==> config.mk <==
export PLATFORM = sky130hd
export DESIGN_NAME = serial_add_ctrl
export DESIGN_NICKNAME = d
export VERILOG_FILES = /design/src/rtl/serial_add_ctrl_pkg.sv /design/src/rtl/serial_add_ctrl_fa_cell.sv /design/src/rtl/serial_add_ctrl.sv
export SDC_FILE = /design/constraint.sdc
export NUM_CORES = 1
export LEC_CHECK = 0
export CORE_MARGIN = 4
export CORE_UTILIZATION = 45
export DETAILED_ROUTE_END_ITERATION = 8
export PLACE_DENSITY = 0.74
export SYNTH_ARGS = -nofsm -noshare
export SYNTH_HDL_FRONTEND = slang
export SYNTH_SLANG_ARGS = --single-unit
==> constraint.sdc <==
create_clock -name clk -period 1.62 [get_ports clk]
set_input_delay 0.324 -clock clk [delete_from_list [all_inputs] [get_ports clk]]
set_output_delay 0.324 -clock clk [all_outputs]
set_load 0.03 [all_outputs]
==> src/rtl/serial_add_ctrl_pkg.sv <==
// Shared definitions for the bit-serial adder controller: state encoding
// and the default operand width.
package serial_add_ctrl_pkg;

  typedef enum logic [1:0] {
    IDLE = 2'd0,
    RUN  = 2'd1,
    DONE = 2'd2
  } state_e;

  localparam int DEFAULT_WIDTH = 8;

endpackage

==> src/rtl/serial_add_ctrl_fa_cell.sv <==
// Single-bit full adder: the only arithmetic element of the serial adder.
module fa_cell (
  input  logic x,
  input  logic y,
  input  logic ci,
  output logic s,
  output logic co
);

  assign s  = x ^ y ^ ci;
  assign co = (x & y) | (ci & (x ^ y));

endmodule

==> src/rtl/serial_add_ctrl.sv <==
// Bit-serial adder controller. Adds two WIDTH-bit operands plus carry-in,
// LSB first, through one full-adder cell and a carry flip-flop.
// Optional build macro SERIAL_ADD_OVF_EN adds a signed-overflow output.
module serial_add_ctrl
  import serial_add_ctrl_pkg::*;
#(
  parameter int WIDTH = DEFAULT_WIDTH
) (
  input  logic             clk,
  input  logic             rst_n,
  input  logic             start,
  input  logic [WIDTH-1:0] a,
  input  logic [WIDTH-1:0] b,
  input  logic             cin,
  output logic             busy,
  output logic             done,
  output logic [WIDTH-1:0] sum,
  output logic             cout
`ifdef SERIAL_ADD_OVF_EN
  ,
  output logic             ovf
`endif
);

  localparam int CNT_W = (WIDTH > 1) ? $clog2(WIDTH) : 1;
  localparam logic [CNT_W-1:0] CNT_LAST = CNT_W'(WIDTH - 1);

  state_e             state_q, state_d;
  logic [WIDTH-1:0]   opa_q, opa_d;
  logic [WIDTH-1:0]   opb_q, opb_d;
  logic [WIDTH-1:0]   sum_q, sum_d;
  logic [CNT_W-1:0]   cnt_q, cnt_d;
  logic               carry_q, carry_d;
  logic               cout_q, cout_d;
  logic               busy_q, busy_d;
  logic               done_q, done_d;
`ifdef SERIAL_ADD_OVF_EN
  logic               ovf_q, ovf_d;
`endif

  logic               fa_s;
  logic               fa_co;

  fa_cell u_fa (
    .x  (opa_q[0]),
    .y  (opb_q[0]),
    .ci (carry_q),
    .s  (fa_s),
    .co (fa_co)
  );

  // Next-state and datapath control: one operand bit pair per RUN cycle.
  always_comb begin
    state_d = state_q;
    opa_d   = opa_q;
    opb_d   = opb_q;
    sum_d   = sum_q;
    cnt_d   = cnt_q;
    carry_d = carry_q;
    cout_d  = cout_q;
`ifdef SERIAL_ADD_OVF_EN
    ovf_d   = ovf_q;
`endif
    case (state_q)
      IDLE, DONE: begin
        // A start seen in DONE is accepted just like in IDLE, giving
        // back-to-back operation without an idle bubble.
        if (start) begin
          opa_d   = a;
          opb_d   = b;
          carry_d = cin;
          sum_d   = '0;
          cnt_d   = '0;
          state_d = RUN;
        end else begin
          state_d = IDLE;
        end
      end
      RUN: begin
        sum_d   = {fa_s, sum_q[WIDTH-1:1]};
        carry_d = fa_co;
        opa_d   = {1'b0, opa_q[WIDTH-1:1]};
        opb_d   = {1'b0, opb_q[WIDTH-1:1]};
        if (cnt_q == CNT_LAST) begin
          // Final bit: carry_q is the carry into the MSB, fa_co the carry out.
          cnt_d   = '0;
          cout_d  = fa_co;
`ifdef SERIAL_ADD_OVF_EN
          ovf_d   = carry_q ^ fa_co;
`endif
          state_d = DONE;
        end else begin
          cnt_d   = cnt_q + CNT_W'(1);
        end
      end
      default: begin
        state_d = IDLE;
      end
    endcase
    busy_d = (state_d == RUN);
    done_d = (state_d == DONE);
  end

  // State and datapath registers with synchronous active-low reset.
  always_ff @(posedge clk) begin
    if (!rst_n) begin
      state_q <= IDLE;
      opa_q   <= '0;
      opb_q   <= '0;
      sum_q   <= '0;
      cnt_q   <= '0;
      carry_q <= 1'b0;
      cout_q  <= 1'b0;
      busy_q  <= 1'b0;
      done_q  <= 1'b0;
`ifdef SERIAL_ADD_OVF_EN
      ovf_q   <= 1'b0;
`endif
    end else begin
      state_q <= state_d;
      opa_q   <= opa_d;
      opb_q   <= opb_d;
      sum_q   <= sum_d;
      cnt_q   <= cnt_d;
      carry_q <= carry_d;
      cout_q  <= cout_d;
      busy_q  <= busy_d;
      done_q  <= done_d;
`ifdef SERIAL_ADD_OVF_EN
      ovf_q   <= ovf_d;
`endif
    end
  end

  assign busy = busy_q;
  assign done = done_q;
  assign sum  = sum_q;
  assign cout = cout_q;
`ifdef SERIAL_ADD_OVF_EN
  assign ovf  = ovf_q;
`endif

endmodule

# Yosys cells after proc, flatten, opt, wreduce, memory -nomap -nowiden
# Cells that the tools add are included.
# W data, S select, Z words.
[word_totals] reg_bits=33 input_bits=20 out_inout_bits=11 elab_cells=40
[classes] n_addsub=1 n_eq_ne=6 muxes=14 n_bitwise=5 n_reduce_logical=5
[op_table] operator="$pmux W8 S2" count=3
[op_table] operator="$mux W8" count=3
[op_table] operator="$mux W3" count=2
[op_table] operator="$pmux W3 S2" count=1
[op_table] operator="$eq A2 B1 Y1 const B" count=2
[op_table] operator="$eq A2 B2 Y1 const B" count=2
[op_table] operator="$pmux W2 S2" count=1
[op_table] operator="$reduce_and A2 Y1" count=2
[op_table] operator="$add A3 B1 Y3 const B" count=1
[op_table] operator="$eq A3 B3 Y1 const B" count=1
[op_table] operator="$and A1 B1 Y1" count=2
[op_table] operator="$logic_not A2 Y1" count=1
[op_table] operator="$mux W1" count=2
[op_table] operator="$mux W2" count=1
[op_table] operator="$ne A2 B2 Y1 const B" count=1
[op_table] operator="$pmux W1 S2" count=1
[op_table] operator="$reduce_bool A2 Y1" count=1
[op_table] operator="$reduce_or A2 Y1" count=1
[op_table] operator="$xor A1 B1 Y1" count=2
[op_table] operator="$or A1 B1 Y1" count=1

# Longest topological paths before layout
# Gate-level depths: netlist of the first run.
[depth] depth_word=4 mapped_depth=5 mapped_depth_nobuf=5

# Modules after synthesis
# A second synthesis of the first run with hierarchy kept.
[unflattened] hier_cells=147 hier_area_um2=1433.9
[modules_own_cells] mod="serial_add_ctrl" n_inst=1 cells_each=146 area_per_inst_um2=1413.9 seq_area_each_um2=660.6
[modules_own_cells] mod="fa_cell" n_inst=1 cells_each=1 area_per_inst_um2=20.0 seq_area_each_um2=0.0

# Worst setup path after synthesis of the first run
# No wires, ideal clock.
[synth_path] path_type="register -> register" start="register carry_q" end="register sum_q[7], in the netlist sum[7]" setup_time_ns=0.115 arrival_ns=1.080 required_time_ns=1.505 path_slack_ns=0.426 stages_incl_launch_ff=5 path_buffers=0 cell_sequence="dfxtp_1 -> inv_1 -> fa_1 -> nor2_1 -> o21a_1"
[synth_between] elab_chain_cells=2
[synth_rtl] element="start: declaration" line="serial_add_ctrl.sv:33" rtl="logic carry_q, carry_d;"
[synth_rtl] element="start signal: assignment" line="serial_add_ctrl.sv:125" rtl="carry_q <= carry_d;"
[synth_rtl] element="$xor A1 B1 Y1" line="serial_add_ctrl_fa_cell.sv:10" rtl="assign s = x ^ y ^ ci;"
[synth_rtl] element="$pmux W8 S2" line="serial_add_ctrl.sv:64" rtl="case (state_q)"
[synth_rtl] element="end signal: assignment" line="serial_add_ctrl.sv:123" rtl="sum_q <= sum_d;"
[synth_rtl] element="end: declaration" line="serial_add_ctrl.sv:31" rtl="logic [WIDTH-1:0] sum_q, sum_d;"
# Every way passes these cells.
# A chain may end at the register's enable or synchronous reset.

# Final worst setup path of the first run
[layout_path] start="register sum_q[7], in the netlist sum[7]" end="output sum[7]"
[layout_lines] element="end: declaration" line="serial_add_ctrl.sv:17" rtl="output logic [WIDTH-1:0] sum,"
# No word-level cell between the ends.

==> qor.yml, run 1 <==
fp.coreArea_mm2: 0.002758
routabilityCongestion: 0.7567
switching_share_pct: 23.76
detailed_place_hpwl_um: 2096
route.met3.wl_um: 227
grt_max_degree: 29
diodes: 0
std_cell_rows: 19
drt_iter0_drc: 56
max_freq_mhz: 684.8
multi_input_area_um2: 544.3
worstHoldPathType: "reg2reg"
final_antenna_net_count: 0
grt_antenna_before_repair: 0
worstSetupPathDepth: 1
worstPathMaxFanout: 3
clock_sinks: 33
worstSetupStartpointType: "flop"
grt_pass1_vias: 1114
syn_to_final_growth_pct: 32.98
portBuffers: 30
critPathMaxStageDelay_ps: 410
synth-xor-area-share_pct: 0
p_sw_mw: 0.4602
synth_nets: 170
synth_top_cell_area_share_pct: 50.62
wl_met2_um: 1394
hold-worst-slack_ps: 472.4
fin_crit_sh_pct: 90.14
synthTopCellsByArea: "dfxtp_1, nor3_1, a21oi_1, o22ai_1, nand3_1"
die_x_um: 61.85
cts_hold_buffers: 0
min_path_cells: 2
top_layer_used: "met4"
finalPower_mw: 1.937
numCtsBuffers: 5
max_cap_viol_count: 0
drive_above_1_share_pct: 10.44
hold_viol: 0
placed_cells: 205
reg2reg_from: "state_q[1]"
synth_area_mm2: 0.001305
ys_async_sr_fraction_pct: 0
path_cells: "dlygate4sd2_1"
cp-end-kind: "output pin"
power_leakage_nw: 0.7050
grt.overflow.total: 0
drv_slew: 0
critical_path.top_delay_family: "buffers and inverters"
synth_edf_count: 0
clock_path_buffers: 2
grt.total_usage_pct: 17.96
remaining_drc_errors: 0
layout_min_cycle_time_ps: 1460
synthSimpleGateAreaFrac_pct: 22.44
initial_utilization_pct: 47.32
nNetsFinal: 204
synthCells: 147
dr.pass1.iters: 4
cellPowerDensity_mw_per_mm2: 1116
path_clk_slew_ps: 110
seqCellArea_um2: 660.6
tritoncts: "built"
ys_types: 25
synth_compound_area_share_pct: 15.82
ys_ff_latch: 33
rsz0062_at_grt: "no"
p_seq_share_pct: 45.9
maxSlewHeadroom_pct: 68.69
power.ir.vdd_worst_mv: 1.157
crit_type: "reg2out"
fill_cells: 253
required_ps: 1300
finalNonFillerCells: 213
clkPwrFrac_pct: 39.6
crit_end: "sum[7]"
clkLatencyLatePin_ps: 340
yosysTopAreaCell: "dfxtp_1"
ys_seq_area_share_pct: 50.62
clock_skew_ps: 10.86
setup_viol_count_final: 0
tns_ps: 0
synthFlopType: "dfxtp_1"
synth_fa_ha_area_share_pct: 3.452
worstPathBufferInverterCount: 1
combPwrFrac_pct: 14.5
chipHeight_um: 61.85
reg2reg_depth: 4
r2r_slack_ps: 310
synth_mux_area_share_pct: 0
grt_pass1_wl_um: 4892
root_buffer: "clkbuf_4"
ys_warn_count: 0
io_pins: 31
outcome: "finished, final reports clean"
cpMaxStageDelayCell: "dlygate4sd2_1"
routed_wl_um: 3033
p_int_mw: 1.476
synth.avg_cell_area_um2: 8.878
met1_length_um: 1369
htreeDepth: 2
crit_start: "sum[7]"
dr_total_vias: 1221
worst_slew_pin_slew_ps: 469.0
via_per_inst: 5.732
synth_top_family_by_area: "simple AND/OR/NAND/NOR gates"
reg2reg_to: "opb_q[6]"
wl_per_cell_um: 14.24
arrival_ps: 1140
dieArea_mm2: 0.003825
## worst min path at each step
stage                     startpoint       to  slack (ps)
after detailed placement      sum[5]   sum[4]         460
after CTS                     sum[5]   sum[4]         480
after global placement        sum[1]   sum[0]         460
after floorplan                rst_n   sum[7]         440
after global routing         carry_q  carry_q         500
final                         sum[5]   sum[4]         470
## layer usage
metal	vias up	track usage, %
li1	600	-
met1	572	20.86
met2	44	28.25
met3	5	8.678
met4	0	7.576
met5	-	0
## placed cells by master (no fill, tap or decap)
cell / n
clkinv_2: 1
nand2_1: 11
inv_2: 1
a31oi_1: 1
buf_4: 9
dlygate4sd2_1: 11
dfxtp_1: 33
o22ai_1: 12
ha_1: 2
inv_1: 3
bufinv_16: 2
nand3_1: 12
and3_1: 3
clkdlybuf4s50_1: 19
buf_12: 1
nor2_1: 5
o221ai_1: 2
nand2b_1: 2
clkbuf_4: 5
a21oi_1: 15
a311oi_1: 1
a2bb2oi_1: 1
fa_1: 1
nor2b_1: 2
o21a_1: 2
nor4b_1: 1
nor3_1: 24
## cell families (layout without fill, tap and decap cells)
logic type | Yosys count | count (layout)
AOI/OAI and AO/OA | 34 | 34
buffers and inverters | 17 | 52
adders and majority gates | 3 | 3
DFF | 33 | 33
and+or+nand+nor | 60 | 60
## area by class of cell
class                           instances  area share (%)
Clock inverter                          3           3.749
Timing Repair Buffer                   40           21.56
Sequential cell                        33           38.07
Multi-Input combinational cell         97           31.36
Inverter                                4          0.8652
Clock buffer                            5           2.163
Tap cell                               31           2.235
## power by group through the flow
stage	logic, mW	registers, mW	clock network (mW)
after floorplan	0.174	0.909	0
after global placement	0.276	0.905	0
after detailed placement	0.283	0.907	0
after CTS	0.281	0.889	0.782
after global routing	0.311	0.894	0.815
final	0.280	0.889	0.767
## registers in the layout (all words and copies together) (netlist names)
name     count
opb_q        8
carry_q      1
cout         1
cnt_q        3
done         1
state_q      2
opa_q        8
busy         1
sum          8
## stage by stage
| stage | util (%) | setup WS, ps | area (µm²) |
|---|---|---|---|
| 4_1_cts | 62.93 | 140.1 | 1735 |
| 3_3_place_gp | 59.71 | 167.7 | 1647 |
| 6_report | 62.93 | 159.8 | 1735 |
| 2_1_floorplan | - | 425.8 | 1305 |
| 3_5_place_dp | 59.71 | 135.9 | 1647 |
| 5_1_grt | 62.93 | 99.12 | 1735 |
## synthesized netlist by cell type (2+ instances only)
| cell | count |
|---|---|
| and3_1 | 3 |
| buf_2 | 4 |
| nor2b_1 | 2 |
| nand3_1 | 12 |
| buf_4 | 4 |
| ha_1 | 2 |
| nand2b_1 | 2 |
| o22ai_1 | 12 |
| nand2_1 | 11 |
| dfxtp_1 | 33 |
| buf_1 | 2 |
| a21oi_1 | 15 |
| nor2_1 | 5 |
| o221ai_1 | 2 |
| o21a_1 | 2 |
| inv_1 | 3 |
| buf_6 | 2 |
| nor3_1 | 24 |
## repair_timing
item                                    CTS  global route
endpoints found under the setup margin   11             0
resized for setup                        11             0
buffers inserted                          0             0
No activity file was read; power rests on OpenSTA's default activity.
==> inputs of run 2 (changes only) <==
- CTS_CLUSTER_DIAMETER: not set -> 150
==> results of run 2 <==
Same layout as run 1: the final DEF is identical, and so are final timing and power.
